<file path="src/rtl/mips_pkg.sv">
// Shared constants and types for the MIPS_PP pipeline front end.
package mips_pkg;

    localparam int unsigned     INSTR_W          = 32;
    localparam logic [31:0]     NOP_INSTR        = 32'h0000_0000;
    localparam logic [31:0]     DEFAULT_RESET_PC = 32'h0000_0000;
    localparam int unsigned     PC_INC           = 4;

    // Source of the next instruction-memory request, highest priority first.
    typedef enum logic [1:0] {
        SEL_REDIRECT,
        SEL_HOLD,
        SEL_BOOT,
        SEL_SEQ
    } fetch_sel_e;

endpackage

</file>
<file path="src/rtl/mips_perf_counter.sv">
// Free-running event counter; wraps modulo 2^CNT_W.
module mips_perf_counter #(
    parameter int unsigned CNT_W = 32
) (
    input  logic             clk,
    input  logic             reset,
    input  logic             inc,
    output logic [CNT_W-1:0] count
);

    // Count one event per cycle while inc is high; cleared by the active-low reset.
    always_ff @(posedge clk or negedge reset) begin
        if (!reset) begin
            count <= '0;
        end else if (inc) begin
            count <= count + CNT_W'(1);
        end
    end

endmodule

</file>
<file path="src/rtl/mips_fetch_stage.sv">
// Instruction-fetch stage: owns the PC, drives a synchronous-read imem whose
// output register doubles as the IF/ID register, and handles stall/redirect.
module mips_fetch_stage
    import mips_pkg::*;
#(
    parameter int unsigned   AW         = 32,
    parameter logic [AW-1:0] RESET_PC   = AW'(DEFAULT_RESET_PC),
    parameter bit            DELAY_SLOT = 1'b1,
    parameter int unsigned   CNT_W      = 32
) (
    input  logic               clk,
    input  logic               reset,
    input  logic               stall,
    input  logic               redirect_valid,
    input  logic [AW-1:0]      redirect_pc,
    output logic               imem_en,
    output logic [AW-1:0]      imem_addr,
    input  logic [INSTR_W-1:0] imem_rdata,
    output logic [INSTR_W-1:0] id_instr,
    output logic [AW-1:0]      id_pc,
    output logic [AW-1:0]      id_pc_plus4,
    output logic               id_valid,
    output logic               misalign_err,
    output logic [CNT_W-1:0]   fetch_count,
    output logic [CNT_W-1:0]   bubble_count
);

    logic [AW-1:0] fetch_pc_q;
    logic          live_q;
    logic          boot_q;
    logic          err_q;

    fetch_sel_e    sel;
    logic          req_en;
    logic [AW-1:0] req_addr;
    logic [AW-1:0] seq_pc;
    logic [AW-1:0] target_pc;
    logic          misaligned;

    assign seq_pc     = fetch_pc_q + AW'(PC_INC);
    assign target_pc  = {redirect_pc[AW-1:2], 2'b00};
    assign misaligned = redirect_valid && (redirect_pc[1:0] != 2'b00);

    // Pick the request source: a redirect beats a stall, which beats the boot fetch.
    always_comb begin
        sel = SEL_SEQ;
        if (redirect_valid) begin
            sel = SEL_REDIRECT;
        end else if (stall) begin
            sel = SEL_HOLD;
        end else if (boot_q) begin
            sel = SEL_BOOT;
        end
    end

    // Translate the selected source into the imem request for this cycle.
    always_comb begin
        req_en   = 1'b1;
        req_addr = fetch_pc_q;
        case (sel)
            SEL_REDIRECT: req_addr = target_pc;
            SEL_HOLD:     req_en   = 1'b0;
            SEL_BOOT:     req_addr = RESET_PC;
            SEL_SEQ:      req_addr = seq_pc;
            default:      req_en   = 1'b0;
        endcase
    end

    // Track the address whose data the imem will present next cycle, plus the sticky error.
    always_ff @(posedge clk or negedge reset) begin
        if (!reset) begin
            fetch_pc_q <= RESET_PC;
            live_q     <= 1'b0;
            boot_q     <= 1'b1;
            err_q      <= 1'b0;
        end else begin
            if (req_en) begin
                fetch_pc_q <= req_addr;
                live_q     <= 1'b1;
                boot_q     <= 1'b0;
            end
            if (misaligned) begin
                err_q <= 1'b1;
            end
        end
    end

    // The imem stays idle while reset is held so no request escapes the cleared state.
    assign imem_en      = req_en && reset;
    assign imem_addr    = req_addr;

    assign id_valid     = live_q && !(redirect_valid && !DELAY_SLOT);
    assign id_instr     = id_valid ? imem_rdata : NOP_INSTR;
    assign id_pc        = fetch_pc_q;
    assign id_pc_plus4  = seq_pc;
    assign misalign_err = err_q;

    mips_perf_counter #(
        .CNT_W (CNT_W)
    ) u_fetch_counter (
        .clk   (clk),
        .reset (reset),
        .inc   (id_valid && !stall),
        .count (fetch_count)
    );

    mips_perf_counter #(
        .CNT_W (CNT_W)
    ) u_bubble_counter (
        .clk   (clk),
        .reset (reset),
        .inc   (!id_valid && !stall),
        .count (bubble_count)
    );

endmodule

</file>
<file path="config.mk">
export PLATFORM = sky130hd
export DESIGN_NAME = mips_fetch_stage
export DESIGN_NICKNAME = d
export VERILOG_FILES = /design/src/rtl/mips_pkg.sv /design/src/rtl/mips_perf_counter.sv /design/src/rtl/mips_fetch_stage.sv
export SDC_FILE = /design/constraint.sdc
export NUM_CORES = 1
export LEC_CHECK = 0
export CAP_MARGIN = 20
export CORE_ASPECT_RATIO = 2
export CORE_MARGIN = 2
export CORE_UTILIZATION = 43
export CTS_BUF_LIST = sky130_fd_sc_hd__clkbuf_4
export CTS_CLUSTER_DIAMETER = 40
export DETAILED_ROUTE_END_ITERATION = 8
export PLACE_DENSITY = 0.86
export SYNTH_ARGS = -nofsm -noshare
export SYNTH_HDL_FRONTEND = slang
export SYNTH_SLANG_ARGS = --single-unit
</file>
<file path="constraint.sdc">
create_clock -name clk -period 3.25 [get_ports clk]
set_clock_uncertainty 0.15 [all_clocks]
set_input_delay 0.8125 -clock clk [delete_from_list [all_inputs] [get_ports clk]]
set_output_delay 0.8125 -clock clk [all_outputs]
set_load 0.05 [all_outputs]
</file>
==> metrics <==
status finished with violations; failing checks setup timing; worst slack, placed -0.3603 ns; maximum clock insertion buffer count 2; largest net degree at the start of global routing 54; syn_area_per_cell 9.530 µm²; crit-path cells ha_2, and2_4, nand2_2, nor4b_4, buf_4, nand4_1, o211ai_1, buf_12; initial antenna violation count 1; layout cells sized above 1 roughly a third; TritonCTS Sinks 99; Distinct cells, synth 52; measured slew at the worst slew-check pin 0.6929 ns; crit-path max FO 5; number of flops mapped to enable cells by yosys 0; GPL Wtd Cong between 0.9 and 1; slack of the worst reg-to-reg path 1.01 ns; routed via count between 6,000 and 7,000; relative slew slack between 50% and 60%; CTS tree built; fmax 286.2 MHz; share of the yosys chip area belonging to registers a little over two fifths; maximum vdd drop about 0.00039 V; first-pass iteration count of the detailed router 5; Synth area leader dfrtp_1; area added between synthesis and finish 84.91%; final worst path period share 107.5%; Chip Width around 85 µm; first-pass GRT wire length approximately 34,000 µm; CP Launch Type flop; DRC viols 0; Cells after DPL between 1,000 and 1,500; worst skew pair latency roughly 0.47 ns; ANT nets after route 0; leading register cell type out of synthesis dfrtp_1; total power 4.185 mW; grt total ovfl 0; #FFs+latches synth just under 100; PortBufs 262; # Max-Cap Violations 0; Filler cells 696; Non-Filler Instances roughly 1,100; core box area around 13,000 µm²; Final Critical Period 3.494 ns; RR Startpoint id_pc[2]$_DFFE_PN0N_; Max Slew Vio Count 0; leakage power 4.538 nW; die area roughly 14,000 µm²; gr usage total between 30% and 40%; vias in the first global route approximately 6,500; cell count after synthesis roughly 600; Fin. Hold Viols 0; RSZ-0062 raised after global routing true; multi-input logic area 3616 µm²; routed wl met2 12,910 µm; DP Wirelength 16,190 µm; H-Tree Level Count 3; Root Driver clkbuf_4; crit end category output pin; Post-Syn Area 5689 µm²; row cnt a little under 60; Worst Hold Class in2async; CP arrival ~2.5 ns; die height between 150 and 200 µm; initial core utilization about 44%; clock-pin slew on the worst setup and hold paths between 0.15 and 0.2 ns; total CTS buffers 9; final worst-path setup slack -0.2438 ns; worst reg2reg path depth 9; crit path kind reg2out; RR Endpoint id_pc[21]$_DFFE_PN0N_; CP max stage cell dfrtp_2; Mapped Nets 668; sequential standard cell area 2502 µm²; Initial DRC Count 380; Final Util 80.97%; Largest stage delay, worst path 0.41 ns; ranking of synthesized cells by area dfrtp_1 43%, xnor2_1 9.5%, and2_1 4.9%; metal3 WL roughly 1400 µm; DRT met1 WL between 7000 and 8000 µm; Ports between 200 and 300; share of the synthesized area in the top cell type a little over two fifths; final WL between 20,000 and 25,000 µm; vias per cell between 5 and 6; Avg WL per Cell approximately 21 µm; synth warn 0; crit path capture imem_addr[26]; final setup violating endpoints 27; CP required 2.29 ns; PD cells just under 400 nW/µm²; asr flop ratio synth 100.0%; layout net count around 1,000; TNS Setup -2.882 ns; highest metal used met4; Worst Setup SP id_pc[2]$_DFFE_PN0N_
-- metrics by stage --
stage / hold slack, ns / cell area, µm²
floorplan: 0.3669 / 5933
global placement: 0.3113 / 9737
detailed placement: 0.3196 / 9737
CTS: 0.3415 / 10190
global route: 0.3368 / 10520
finish: 0.3298 / 10520
-- synth_stat cells (4+ instances only) --
cell type   n
dfrtp_1    98
xnor2_1    62
nand2_1    55
and2_1     45
o21ai_0    38
nand3_1    37
nor2_1     33
xor2_1     27
clkbuf_1   22
nand4_1    21
and3_1     20
mux2i_1    16
a22oi_1    14
nor3_1     12
a21oi_1    11
inv_1       8
a2bb2oi_1   6
and4_1      6
buf_4       5
a221o_1     4
a31oi_1     4
mux2_2      4
or3_1       4
-- placed cells by master, fill, tap and decap left out, types with 4 or more instances in the layout --
cell type,instances
nor3_1,9
or3_1,4
clkdlybuf4s50_1,166
and4_1,5
o21ai_0,20
clkbuf_4,9
xor2_2,4
a221o_1,4
dfrtp_1,79
xnor2_4,5
mux2i_4,4
nand2_1,52
xnor2_1,54
and3_1,12
and3_4,6
inv_1,7
nor2_1,28
nand4_1,21
buf_4,85
nor2_4,4
and2_1,43
a21oi_1,9
a2bb2oi_2,6
dfrtp_2,19
mux2i_1,9
or4_4,4
nand3_1,31
xor2_1,21
a22oi_1,14
nand3_2,4
buf_12,84
mux2_2,4
o21ai_2,15
-- area by class of cell --
cell class                 instances  share of cell area [%]
timing repair buffer             342                   38.52
multi-input combinational        456                   34.37
sequential                        99                   23.79
tap                              152                   1.808
clock buffer                       9                  0.6422
clock inverter                     7                  0.5590
inverter                           8                  0.2854
antenna                            1                 0.02379
-- power breakdown --
part | total (mW) | switching (mW) | internal [mW]
combinational | 2.09 | 1.23 | 0.861
clock | 0.650 | 0.479 | 0.172
sequential | 1.45 | 0.126 | 1.32
total | 4.18 | 1.83 | 2.35
-- timing repair --
action | in CTS | in global routing
cloned | 0 | 0
hold buffers | 0 | 0
setup endpoints to repair | 45 | 43
pin swaps | 9 | 8
buffers inserted | 23 | 9
endpoints found under the hold margin | 0 | 0
resized for setup | 45 | 47
-- layer usage --
metal	up-vias	track usage (%)
met5	-	0
met4	0	19.19
met3	105	5.500
met2	400	57.20
met1	3069	29.01
li1	2736	-
-- critical path: cells and delay by family (launching register included) --
family,cells,cell delay (ns)
buffers and inverters,2,0.39
AND/OR/NAND/NOR,4,0.82
adder cells (fa/ha/maj),1,0.20
AO/OA/AOI/OAI,1,0.25
flip-flops,1,0.41
-- registers in the layout, summed over array words and instances, names as in the netlist --
signal and flops:
id_pc 32, u_bubble_counter.count 32, u_fetch_counter.count 32, boot_q 1
id_valid 1, misalign_err 1
-- kinds of logic (layout without fill, tap and decap cells) --
logic type                 count (synthesis)  after routing  share of synthesized area [%]
and+or+nand+nor                          255            255                          25.16
xor gates and xnor gates                  89             89                          13.70
other                                      0              1                              0
DFF                                       99             99                          43.57
muxes                                     20             20                          3.607
AOI/OAI and AO/OA                         89             89                          9.985
adders and majority gates                  3              3                         0.6598
buffers and inverters                     42            366                          3.321
-- how the worst min path moves through the flow --
stage	startpoint	to	slack [ns]
2_1_floorplan	reset	id_pc[0]$_DFFE_PN0N_	0.37
3_3_place_gp	misalign_err$_DFFE_PN0P_	misalign_err$_DFFE_PN0P_	0.31
3_5_place_dp	misalign_err$_DFFE_PN0P_	misalign_err$_DFFE_PN0P_	0.32
4_1_cts	reset	u_bubble_counter.count[30]$_DFFE_PN0P_	0.34
5_1_grt	reset	u_bubble_counter.count[25]$_DFFE_PN0P_	0.34
6_report	reset	u_bubble_counter.count[30]$_DFFE_PN0P_	0.33
No activity file was read; power rests on OpenSTA's default activity.
==> edit 1, RTL diff (config.mk and constraints unchanged) <==
Put a register stage on the output `bubble_count`, with the module's reset. The value now appears one clock later. The other outputs are not delayed to match.
--- a/src/rtl/mips_fetch_stage.sv
+++ b/src/rtl/mips_fetch_stage.sv
@@ -24,6 +24,8 @@
     output logic [CNT_W-1:0]   fetch_count,
     output logic [CNT_W-1:0]   bubble_count
 );
+
+    logic [CNT_W-1:0] bubble_count_d;
 
     logic [AW-1:0] fetch_pc_q;
     logic          live_q;
@@ -110,8 +112,16 @@
         .clk   (clk),
         .reset (reset),
         .inc   (!id_valid && !stall),
-        .count (bubble_count)
+        .count (bubble_count_d)
     );
+
+    always_ff @(posedge clk or negedge reset) begin
+        if (!reset) begin
+            bubble_count <= '0;
+        end else begin
+            bubble_count <= bubble_count_d;
+        end
+    end
 
 endmodule
 
Behaviour: not the same (a bounded check fails within 4 cycles, from zero or initial values and one cycle with reset low).
==> edit 1 against the unedited design <==
The run still ends with negative setup slack left; worst hold slack lost 110 ps; synthesized cell count grew 5.7%; routed wire length grew 23%; sequential cell count grew 32; register-to-register slack lost 230 ps; worst setup slack lost 200 ps; synthesized area grew 16%; sequential power grew 28%; non-clock buffer count grew 77; design area grew 20%; total power grew 26%; utilization grew 2.6 points.
==> edit 1: results <==
[worst_setup_path]
crit_end = imem_addr[23]
path_max_fanout = 3
worstPathArrival_ps = 2740
reg2reg_depth = 10

[run_status]
violations = negative setup slack
status = finished with violations

[global_routing]
grt_use_met2_pct = 54.1
first_global_vias = 7348
grt_usage_pct = 31.1
grt_use_met1_pct = 36.1

[timing]
setup_tns_ps = -10260
worst_pin_slew_ps = 681
setup_viol = 42
setup_slack_ps = -448

[clocking]
clk_pin_slew_ps = 160
clock_latency_ps = 580
ctsResizeCount = 102
cts_buffers = 17

[placement]
pre_cts_slack_ps = -268
place_area_mm2 = 0.0110
dpl.hpwl_um = 16700

[synth]
ys_seq_area_share_pct = 49.9
avgSynthCellArea_um2 = 10.4
synth.mux.area_fraction_pct = 1.45
synthTopCellsByCount = dfrtp_1, nand2_1, xnor2_1
synthXorXnorAreaFrac_pct = 11.7
synth_area_leaders = dfrtp_1, xnor2_1, xor2_1
synthAdderAreaFrac_pct = 0.571

[final_layout]
drive_gt1_share_pct = 41.5

[pwr]
p_leak_nw = 5.58
power_mw = 5.27
seqPwrFrac_pct = 35.3
p_sw_share_pct = 42.4

[route]
initialDrtViolationCount = 514
wl_per_cell_um = 22.4
-- edit 1: changes by cell type in the layout (fill, tap and decap cells not counted), moves of 7 or more --
cell,delta
nand3_1,-7
a22o_1,+8
a22oi_1,-9
a31o_2,+8
dfrtp_1,+26
o21ai_0,-14
o21ai_2,-10
clkbuf_4,+8
xnor2_1,-8
and2_1,-9
buf_4,+40
buf_6,+33
mux2i_1,-7
-- edit 1: critical path: cells and delay by family (launching register included) --
| kind | cells | cell delay, ps |
|---|---|---|
| and+or+nand+nor | 3 | 700 |
| buffers and inverters | 3 | 500 |
| DFF | 1 | 420 |
| AOI/OAI and AO/OA | 1 | 320 |
| muxes | 1 | 210 |
-- edit 1: layout make-up --
type | count | area (um^2)
diodes | 2 | 5.00
clock inverters | 15 | 135
well taps | 198 | 248
fillers | 734 | 2490
multi-input cells | 456 | 3980
flip-flops and latches | 131 | 3310
inverters | 14 | 57.6
clock buffers | 17 | 128
repair buffers | 419 | 4770
==> edit 2, RTL diff (config.mk and constraints unchanged) <==
Without the edit above. Set the parameter `AW` to 16 (it was 32).
--- a/src/rtl/mips_fetch_stage.sv
+++ b/src/rtl/mips_fetch_stage.sv
@@ -3,7 +3,7 @@
 module mips_fetch_stage
     import mips_pkg::*;
 #(
-    parameter int unsigned   AW         = 32,
+    parameter int unsigned   AW         = 16,
     parameter logic [AW-1:0] RESET_PC   = AW'(DEFAULT_RESET_PC),
     parameter bit            DELAY_SLOT = 1'b1,
     parameter int unsigned   CNT_W      = 32
Ports: changed (resized id_pc, id_pc_plus4, imem_addr and redirect_pc); port bits go from 263 to 199. The function was not compared with the original's and may differ.
==> edit 2 against the unedited design <==
Synthesized area fell by 20%; die area fell by 19%; routed wire length is 37% lower; count of clock-buffer cells in the layout rose by 1; maximum frequency rose by 9.1%; combinational power decreased by 43%; total power decreased by 26%; sequential cell count is 16 lower; worst setup slack improved by 290 ps; design area is 28% lower; global-route usage fell by 5.3 points; first-iteration DRC count decreased by 42%.
==> edit 2: results <==
[clocking]
clk_pin_slew_ps = 140
clock_latency_ps = 430

[synth]
ys_seq_area_share_pct = 45.7
synth_area_leaders = dfrtp_1, xnor2_1, and2_1
synthTopCellsByCount = dfrtp_1, xnor2_1, and2_1

[final_layout]
n_antenna_cell = 0

[route]
initialDrtViolationCount = 222
firstDrtPassIters = 4

[worst_setup_path]
path_max_fanout = 9
crit_end = imem_addr[11]
reg2reg_depth = 5
rrSetupSlack_ps = 1080
worstPathArrival_ps = 2240
r2r_start = id_valid

[timing]
holdWs_ps = 256
maxSlewHeadroom_pct = 51.6

[run_status]
status = complete, no violations

[global_routing]
antenna_found_initial = 0
grt_usage_pct = 25.0
grt_use_met2_pct = 47.7
grt_use_met1_pct = 26.5
use_met3_pct = 5.37

[pwr]
vdd_drop_max_mv = 0.349
p_leak_nw = 3.26

[placement]
dpl.hpwl_um = 10900
[edit 2: cell types whose count changed after synthesis, sizes merged, moves of 12 or more]
cell and change:
and3 -12, clkbuf -13, dfrtp -16, mux2i -13, nand2 -24, nor2 -15, o21ai -27, xnor2 -15
[edit 2: per-layer routing]
| layer | vias to the layer above | part of all wire, % |
|---|---|---|
| met5 | - | 0 |
| met4 | 0 | 2.5 |
| met3 | 27 | 5.1 |
| met2 | 155 | 58 |
| met1 | 2145 | 35 |
| li1 | 2000 | - |
[edit 2: cell type report]
cell class / instances / share of cell area [%]
sequential: 83 / 27.6
clock buffer: 10 / 0.992
inverter: 12 / 0.595
timing repair buffer: 223 / 35.4
multi-input combinational: 332 / 31.9
clock inverter: 6 / 1.19
tap: 137 / 2.27
[edit 2: worst min path at each step]
stage,endpoint,cells after the start,slack [ps],startpoint
floorplan,id_pc[0],0,370,reset
global placement,misalign_err,1,300,misalign_err
detailed placement,u_fetch_counter.count[31],1,310,u_fetch_counter.count[31]
CTS,u_bubble_counter.count[23],2,250,reset
global route,u_bubble_counter.count[27],2,250,reset
finish,u_bubble_counter.count[27],2,260,reset
[edit 2: report_power, final]
group | internal (mW) | switching, mW
clock network | 0.322 | 0.369
registers | 1.10 | 0.112
logic | 0.490 | 0.712
total | 1.91 | 1.19
[edit 2: through the flow]
step	setup TNS, ps	cells	utilization (%)	instance area [um^2]	setup WS, ps
global route	-51.6	803	72.7	7570	-21.5
finish	0	803	72.7	7570	47.3
CTS	-0.353	799	72.2	7520	-0.353
detailed placement	-1200	778	69.9	7280	-199
global placement	-599	778	69.9	7280	-168
floorplan	-79.3	452	-	4630	-79.3
[edit 2: timing repair]
item	in CTS	in global routing
endpoints found under the setup margin	18	15
hold buffers	0	0
pin swaps	6	4
setup buffers	5	4
resized for setup	14	10
[edit 2: cells by family after synthesis]
group,share of synthesized area [%]
XOR/XNOR,13.5
flip-flops,45.7
buffers and inverters,3.90
AND/OR/NAND/NOR,27.7
AO/OA/AOI/OAI,7.23
adder cells (fa/ha/maj),0.825
multiplexers,1.15
